### src/rtl/fp_norm_pipe_pkg.sv
// Shared FPU normalizer definitions: default widths, clog2 helper and the
// zero/underflow flag layout consumed by the rounder.
package fp_norm_pipe_pkg;

  localparam int FP_MW = 32;
  localparam int FP_EW = 8;

  function automatic int fp_clog2(input int v);
    int r;
    r = 0;
    while ((1 << r) < v) r++;
    return r;
  endfunction

  typedef struct packed {
    logic zero;
    logic uflow;
  } norm_flags_t;

endpackage

### src/rtl/bsl.sv
// Logarithmic barrel shift-left over 2**SWIDTH bits with a constant filler bit.
module bsl #(
  parameter int   SWIDTH = 5,
  parameter logic FILLER = 1'b0,
  parameter int   DW     = 1 << SWIDTH
) (
  input  logic [DW-1:0]     din,
  input  logic [SWIDTH-1:0] sh,
  output logic [DW-1:0]     dout
);

  logic [SWIDTH:0][DW-1:0] stg;

  assign stg[0] = din;

  for (genvar i = 0; i < SWIDTH; i++) begin : g_stage
    localparam int S = 1 << i;
    assign stg[i+1] = sh[i] ? {stg[i][DW-1-S:0], {S{FILLER}}} : stg[i];
  end

  assign dout = stg[SWIDTH];

endmodule

### src/rtl/count_lead_zero.sv
// Leading-zero counter; an all-zero input reports W_IN-1.
module count_lead_zero #(
  parameter int W_IN = 32,
  parameter int LW   = $clog2(W_IN)
) (
  input  logic [W_IN-1:0] din,
  output logic [LW-1:0]   lz
);

  // Scan upward so the highest set bit is the last one to write lz.
  always_comb begin
    lz = LW'(W_IN - 1);
    for (int i = 0; i < W_IN; i++)
      if (din[i]) lz = LW'(W_IN - 1 - i);
  end

endmodule

### src/rtl/fp_norm_pipe.sv
// Post-add normalizer: two-stage valid/ready pipe (capture+lzc, shift+adjust).
// Optional saturating underflow counter under FP_NORM_UFLOW_CNT_EN.
module fp_norm_pipe
  import fp_norm_pipe_pkg::*;
#(
  parameter int MW = FP_MW,
  parameter int EW = FP_EW,
  parameter int LW = fp_clog2(MW)
) (
  input  logic          clk,
  input  logic          rst_n,
  input  logic          in_valid,
  output logic          in_ready,
  input  logic          in_sign,
  input  logic [EW-1:0] in_exp,
  input  logic [MW-1:0] in_mant,
  output logic          out_valid,
  input  logic          out_ready,
  output logic          out_sign,
  output logic [EW-1:0] out_exp,
  output logic [MW-1:0] out_mant,
  output logic          out_zero,
  output logic          out_uflow
`ifdef FP_NORM_UFLOW_CNT_EN
  , output logic [15:0] uflow_cnt
`endif
);

  localparam int STAGES = 2;
  localparam int CW     = ((EW > LW) ? EW : LW) + 1;

  typedef struct packed {
    logic          sign;
    logic [EW-1:0] exp;
    logic [MW-1:0] mant;
    logic [LW-1:0] lz;
  } s1_t;

  typedef struct packed {
    logic          sign;
    logic [EW-1:0] exp;
    logic [MW-1:0] mant;
    norm_flags_t   flags;
  } s2_t;

  logic [STAGES:1] vld_q;
  logic [STAGES:0] vld_pipe;
  logic            s1_rdy, s2_rdy;
  s1_t             s1_q, s1_d;
  s2_t             s2_q, s2_d;
  logic [LW-1:0]   lz;
  logic [CW-1:0]   lz_ext, exp_ext;
  logic            use_exp;
  logic [LW-1:0]   sh_amt;
  logic [MW-1:0]   shifted;

  assign vld_pipe = {vld_q, in_valid};
  assign s2_rdy   = ~vld_pipe[2] | out_ready;
  assign s1_rdy   = ~vld_pipe[1] | s2_rdy;
  assign in_ready = s1_rdy;

  count_lead_zero #(.W_IN(MW), .LW(LW)) u_lzc (
    .din (in_mant),
    .lz  (lz)
  );

  assign s1_d = '{sign: in_sign, exp: in_exp, mant: in_mant, lz: lz};

  // Widen both operands so an exponent wider than the lz field compares correctly.
  assign lz_ext  = CW'(s1_q.lz);
  assign exp_ext = CW'(s1_q.exp);
  assign use_exp = ~(lz_ext < exp_ext);
  // On underflow exp <= lz < MW, so the truncated exponent is the exact shift.
  assign sh_amt  = use_exp ? LW'(s1_q.exp) : s1_q.lz;

  bsl #(.SWIDTH(LW), .FILLER(1'b0)) u_shift (
    .din  (s1_q.mant),
    .sh   (sh_amt),
    .dout (shifted)
  );

  always_comb begin
    s2_d      = '0;
    s2_d.sign = s1_q.sign;
    if (s1_q.mant == '0) begin
      s2_d.flags.zero = 1'b1;
    end else if (!use_exp) begin
      s2_d.mant = shifted;
      s2_d.exp  = EW'(exp_ext - lz_ext);
    end else begin
      s2_d.mant        = shifted;
      s2_d.flags.uflow = 1'b1;
    end
  end

  always_ff @(posedge clk or negedge rst_n) begin
    if (!rst_n) begin
      vld_q <= '0;
      s1_q  <= '0;
      s2_q  <= '0;
    end else begin
      if (s1_rdy) vld_q[1] <= vld_pipe[0];
      if (s2_rdy) vld_q[2] <= vld_pipe[1];
      if (vld_pipe[0] && s1_rdy) s1_q <= s1_d;
      if (vld_pipe[1] && s2_rdy) s2_q <= s2_d;
    end
  end

  assign out_valid = vld_pipe[2];
  assign out_sign  = s2_q.sign;
  assign out_exp   = s2_q.exp;
  assign out_mant  = s2_q.mant;
  assign out_zero  = s2_q.flags.zero;
  assign out_uflow = s2_q.flags.uflow;

`ifdef FP_NORM_UFLOW_CNT_EN
  always_ff @(posedge clk or negedge rst_n) begin
    if (!rst_n)
      uflow_cnt <= '0;
    else if (out_valid && out_ready && out_uflow && (uflow_cnt != 16'hFFFF))
      uflow_cnt <= uflow_cnt + 16'd1;
  end
`endif

endmodule

### config.mk
export PLATFORM = sky130hd
export DESIGN_NAME = fp_norm_pipe
export DESIGN_NICKNAME = d
export VERILOG_FILES = /design/src/rtl/fp_norm_pipe_pkg.sv /design/src/rtl/bsl.sv /design/src/rtl/count_lead_zero.sv /design/src/rtl/fp_norm_pipe.sv
export SDC_FILE = /design/constraint.sdc
export NUM_CORES = 1
export LEC_CHECK = 0
export ABC_AREA = 1
export BUFFER_PORTS_ARGS = -buffer_cell sky130_fd_sc_hd__buf_2
export CORE_MARGIN = 2
export CORE_UTILIZATION = 35
export DETAILED_ROUTE_END_ITERATION = 7
export GPL_ROUTABILITY_DRIVEN = 0
export HOLD_SLACK_MARGIN = 0.06
export PLACE_DENSITY_LB_ADDON = 0.08
export SETUP_SLACK_MARGIN = 0.4
export SLEW_MARGIN = 5
export SYNTH_ARGS = -nofsm -noshare
export SYNTH_HDL_FRONTEND = slang
export SYNTH_HIERARCHICAL = 1
export SYNTH_SLANG_ARGS = --single-unit
### constraint.sdc
create_clock -name clk -period 3.35 [get_ports clk]
set_input_delay 0.335 -clock clk [delete_from_list [all_inputs] [get_ports clk]]
set_output_delay 0.335 -clock clk [all_outputs]
set_load 0.1 [all_outputs]
==> flow_summary.json <==
{
  "crit_required_ns": 3.64,
  "final_antenna_net_count": 0,
  "hold_path.class": "input pin to flip-flop",
  "worstPathMaxFanout": 15,
  "worstSetupStartpointType": "flip-flop",
  "peakVddDrop_uv": 676,
  "placed_area_mm2": 0.00661,
  "finalSetupViolations": 0,
  "start_util_pct": 35.9,
  "p_per_area_mw_per_mm2": 852,
  "synthCells": 857,
  "globalRouteOverflowTotal": 0,
  "via_per_inst": 5.04,
  "hold_start": "in_exp[4]",
  "status": "finished, final reports clean",
  "clock-sinks": 91,
  "die_area_mm2": 0.0181,
  "period_share_pct": 85.4,
  "path_clk_slew_ns": 0.07,
  "ioPinCount": 90,
  "grt_max_degree": 51,
  "place_hpwl_um": 13000,
  "r2r_start": "lz_ext[0]$_DFFE_PN0P_",
  "h-tree-depth": 3,
  "clockRootBuffer": "clkbuf_16",
  "io_buffer_count": 89,
  "ys_ff_latch": 91,
  "drc": 0,
  "min_to": "exp_ext[4]$_DFFE_PN0P_",
  "fin_nets": 992,
  "timing.rr.end": "out_mant[21]$_DFFE_PN0P_",
  "yosysSeqAreaShare_pct": 38.2,
  "grt_pass1_vias": 5420,
  "die_width_um": 135,
  "antenna_found_initial": 0,
  "p_leak_nw": 3.90,
  "totalWireLength_um": 18000,
  "reg2reg_depth": 21,
  "syn_avg_cell_area_um2": 6.96,
  "setup_tns_ns": 0,
  "fin_area_mm2": 0.00757,
  "vias": 5878,
  "rrSetupSlack_ns": 0.49,
  "cts_tree": "done",
  "wl_per_cell_um": 15.4,
  "grt_usage_pct": 20.3,
  "drtIter0Drc": 349,
  "core_area_mm2": 0.0166,
  "worstPathArrival_ns": 3.15,
  "ys_types": 38,
  "die_y_um": 135,
  "critPathKind": "flip-flop to flip-flop",
  "slew_headroom_pct": 38.6,
  "finalNonFillerCells": 1166,
  "period_minus_slack_ns": 2.86,
  "dp.cells": 1138,
  "worst_setup_path_end_kind": "flip-flop",
  "maxCapViolCount": 0,
  "rsz0062_at_grt": "yes",
  "slew_viol_final": 0,
  "synth_fp_nets": 908,
  "hold_depth": 2,
  "cts_made_buffers": 9,
  "fin_worst_skew_ns": 0.00954,
  "worstSetupStartpoint": "lz_ext[0]$_DFFE_PN0P_",
  "max_freq_mhz": 349,
  "yosysWarnings": 6,
  "grt_pass1_wl_um": 28700,
  "syn_area_mm2": 0.00597,
  "drive_gt1_share_pct": 27.7,
  "dr.pass1.iters": 5,
  "clk_latency_ns": 0.36,
  "tightest_slew_ns": 0.919,
  "n_antenna_cell": 0,
  "finalHoldViolCount": 0,
  "row_count": 47,
  "syn2layout_area_growth_pct": 26.9,
  "cts_buffer_depth": 2
}
==> how the worst max path moves through the flow <==
stage / end / slack [ns] / depth (start not counted)
after floorplan: out_mant[29]$_DFFE_PN0P_ / 0.64 / 19
after global placement: out_mant[16]$_DFFE_PN0P_ / 0.30 / 19
after detailed placement: out_mant[8]$_DFFE_PN0P_ / 0.26 / 21
after CTS: out_mant[13]$_DFFE_PN0P_ / 0.43 / 22
after global routing: out_mant[31]$_DFFE_PN0P_ / 0.35 / 21
final: out_mant[21]$_DFFE_PN0P_ / 0.49 / 21
==> area by class of cell <==
type,count,area (um^2)
fill,1756,9070
clock inverter,5,37.5
clock buffer,11,243
timing repair buffer,115,763
multi-input combinational,666,3730
sequential,91,2280
tap,220,275
inverter,58,251
==> kinds of logic (layout without fill, tap and decap cells) <==
| family | count (synthesis) | in the layout | synth area share, % |
|---|---|---|---|
| xor gates and xnor gates | 3 | 3 | 0.440 |
| buffers and inverters | 100 | 189 | 7.86 |
| and+or+nand+nor | 595 | 595 | 43.2 |
| muxes | 34 | 34 | 6.41 |
| AOI/OAI and AO/OA | 28 | 28 | 2.54 |
| DFF | 91 | 91 | 38.2 |
| adders and majority gates | 6 | 6 | 1.38 |
==> critical path, stage by stage, from the launching register on <==
cell	delay, ns
dfrtp_2	0.43
ha_4	0.17
fa_2	0.35
inv_1	0.06
nand2_1	0.06
nand2_2	0.09
nand3_2	0.09
nand2_4	0.09
nand2_8	0.08
inv_8	0.08
nand2_2	0.06
o21ai_4	0.10
buf_6	0.15
buf_16	0.14
nand2_1	0.09
nand3_1	0.13
nand3_1	0.10
nand3_1	0.14
nand3_2	0.10
nand2_1	0.09
nand2_1	0.07
nand2_1	0.11
==> synthesized netlist by cell type (all sizes together) <==
library cell / count / area share, %
clkinv: 1 / 0.063
dfrtp: 91 / 38
clkbuf: 15 / 0.94
a41oi: 1 / 0.15
ha: 5 / 1.0
inv: 56 / 3.6
buf: 27 / 2.9
nand3b: 4 / 0.50
mux2: 34 / 6.4
bufinv: 1 / 0.29
xor2: 2 / 0.29
and3: 2 / 0.21
o21ai: 9 / 0.82
or2: 2 / 0.21
nand4: 3 / 0.31
nor3: 5 / 0.42
fa: 1 / 0.34
nor4: 3 / 0.31
xnor2: 1 / 0.15
nor2: 63 / 4.2
nand2: 309 / 20
a21oi: 18 / 1.6
and2: 1 / 0.10
nand3: 203 / 17
==> what timing repair did <==
action,4_1_cts,5_1_grt
hold endpoints to repair,41,0
cloned,2,0
buffers inserted,4,5
hold buffers,1,0
pin swaps,0,20
endpoints found under the setup margin,31,32
resized for setup,11,114
==> power by group <==
part / internal (mW) / switching [mW] / total (mW)
combinational: 0.878 / 2.98 / 3.86
clock: 0.526 / 0.444 / 0.970
sequential: 1.40 / 0.224 / 1.63
==> state kept, by name (all words and copies together), names as in the netlist <==
| name | cells |
|---|---|
| lz_ext | 5 |
| out_zero | 1 |
| out_mant | 32 |
| out_exp | 8 |
| exp_ext | 8 |
| vld_q | 2 |
| out_sign | 1 |
| out_uflow | 1 |
| s1_q | 33 |
==> per-layer routing <==
layer / part of all wire (%) / up-vias / GRT usage, %
li1: - / 2974 / -
met5: 0 / - / 0
met1: 49 / 2716 / 30.0
met3: 4.9 / 17 / 3.42
met2: 45 / 171 / 30.3
met4: 1.5 / 0 / 6.02
==> cells in the final DEF, fill, tap and decap left out, types with 17 or more instances in the layout <==
cell,instances
mux2_1,30
nand3_2,83
nor2_1,57
a21oi_1,17
nand3_1,120
inv_1,48
nand2_1,289
dfrtp_1,90
nand2_2,18
buf_2,88
==> metrics by stage <==
stage / total power [mW] / worst slack, ns / util (%) / hold WS, ns
after floorplan: 4.46 / 0.635 / - / 0.0394
after global placement: 5.18 / 0.295 / 39.7 / 0.378
after detailed placement: 5.19 / 0.264 / 39.7 / 0.373
after CTS: 6.26 / 0.429 / 42.3 / 0.165
after global routing: 6.84 / 0.348 / 45.5 / 0.183
final: 6.45 / 0.489 / 45.5 / 0.184
(Power assumes the default switching activity.)
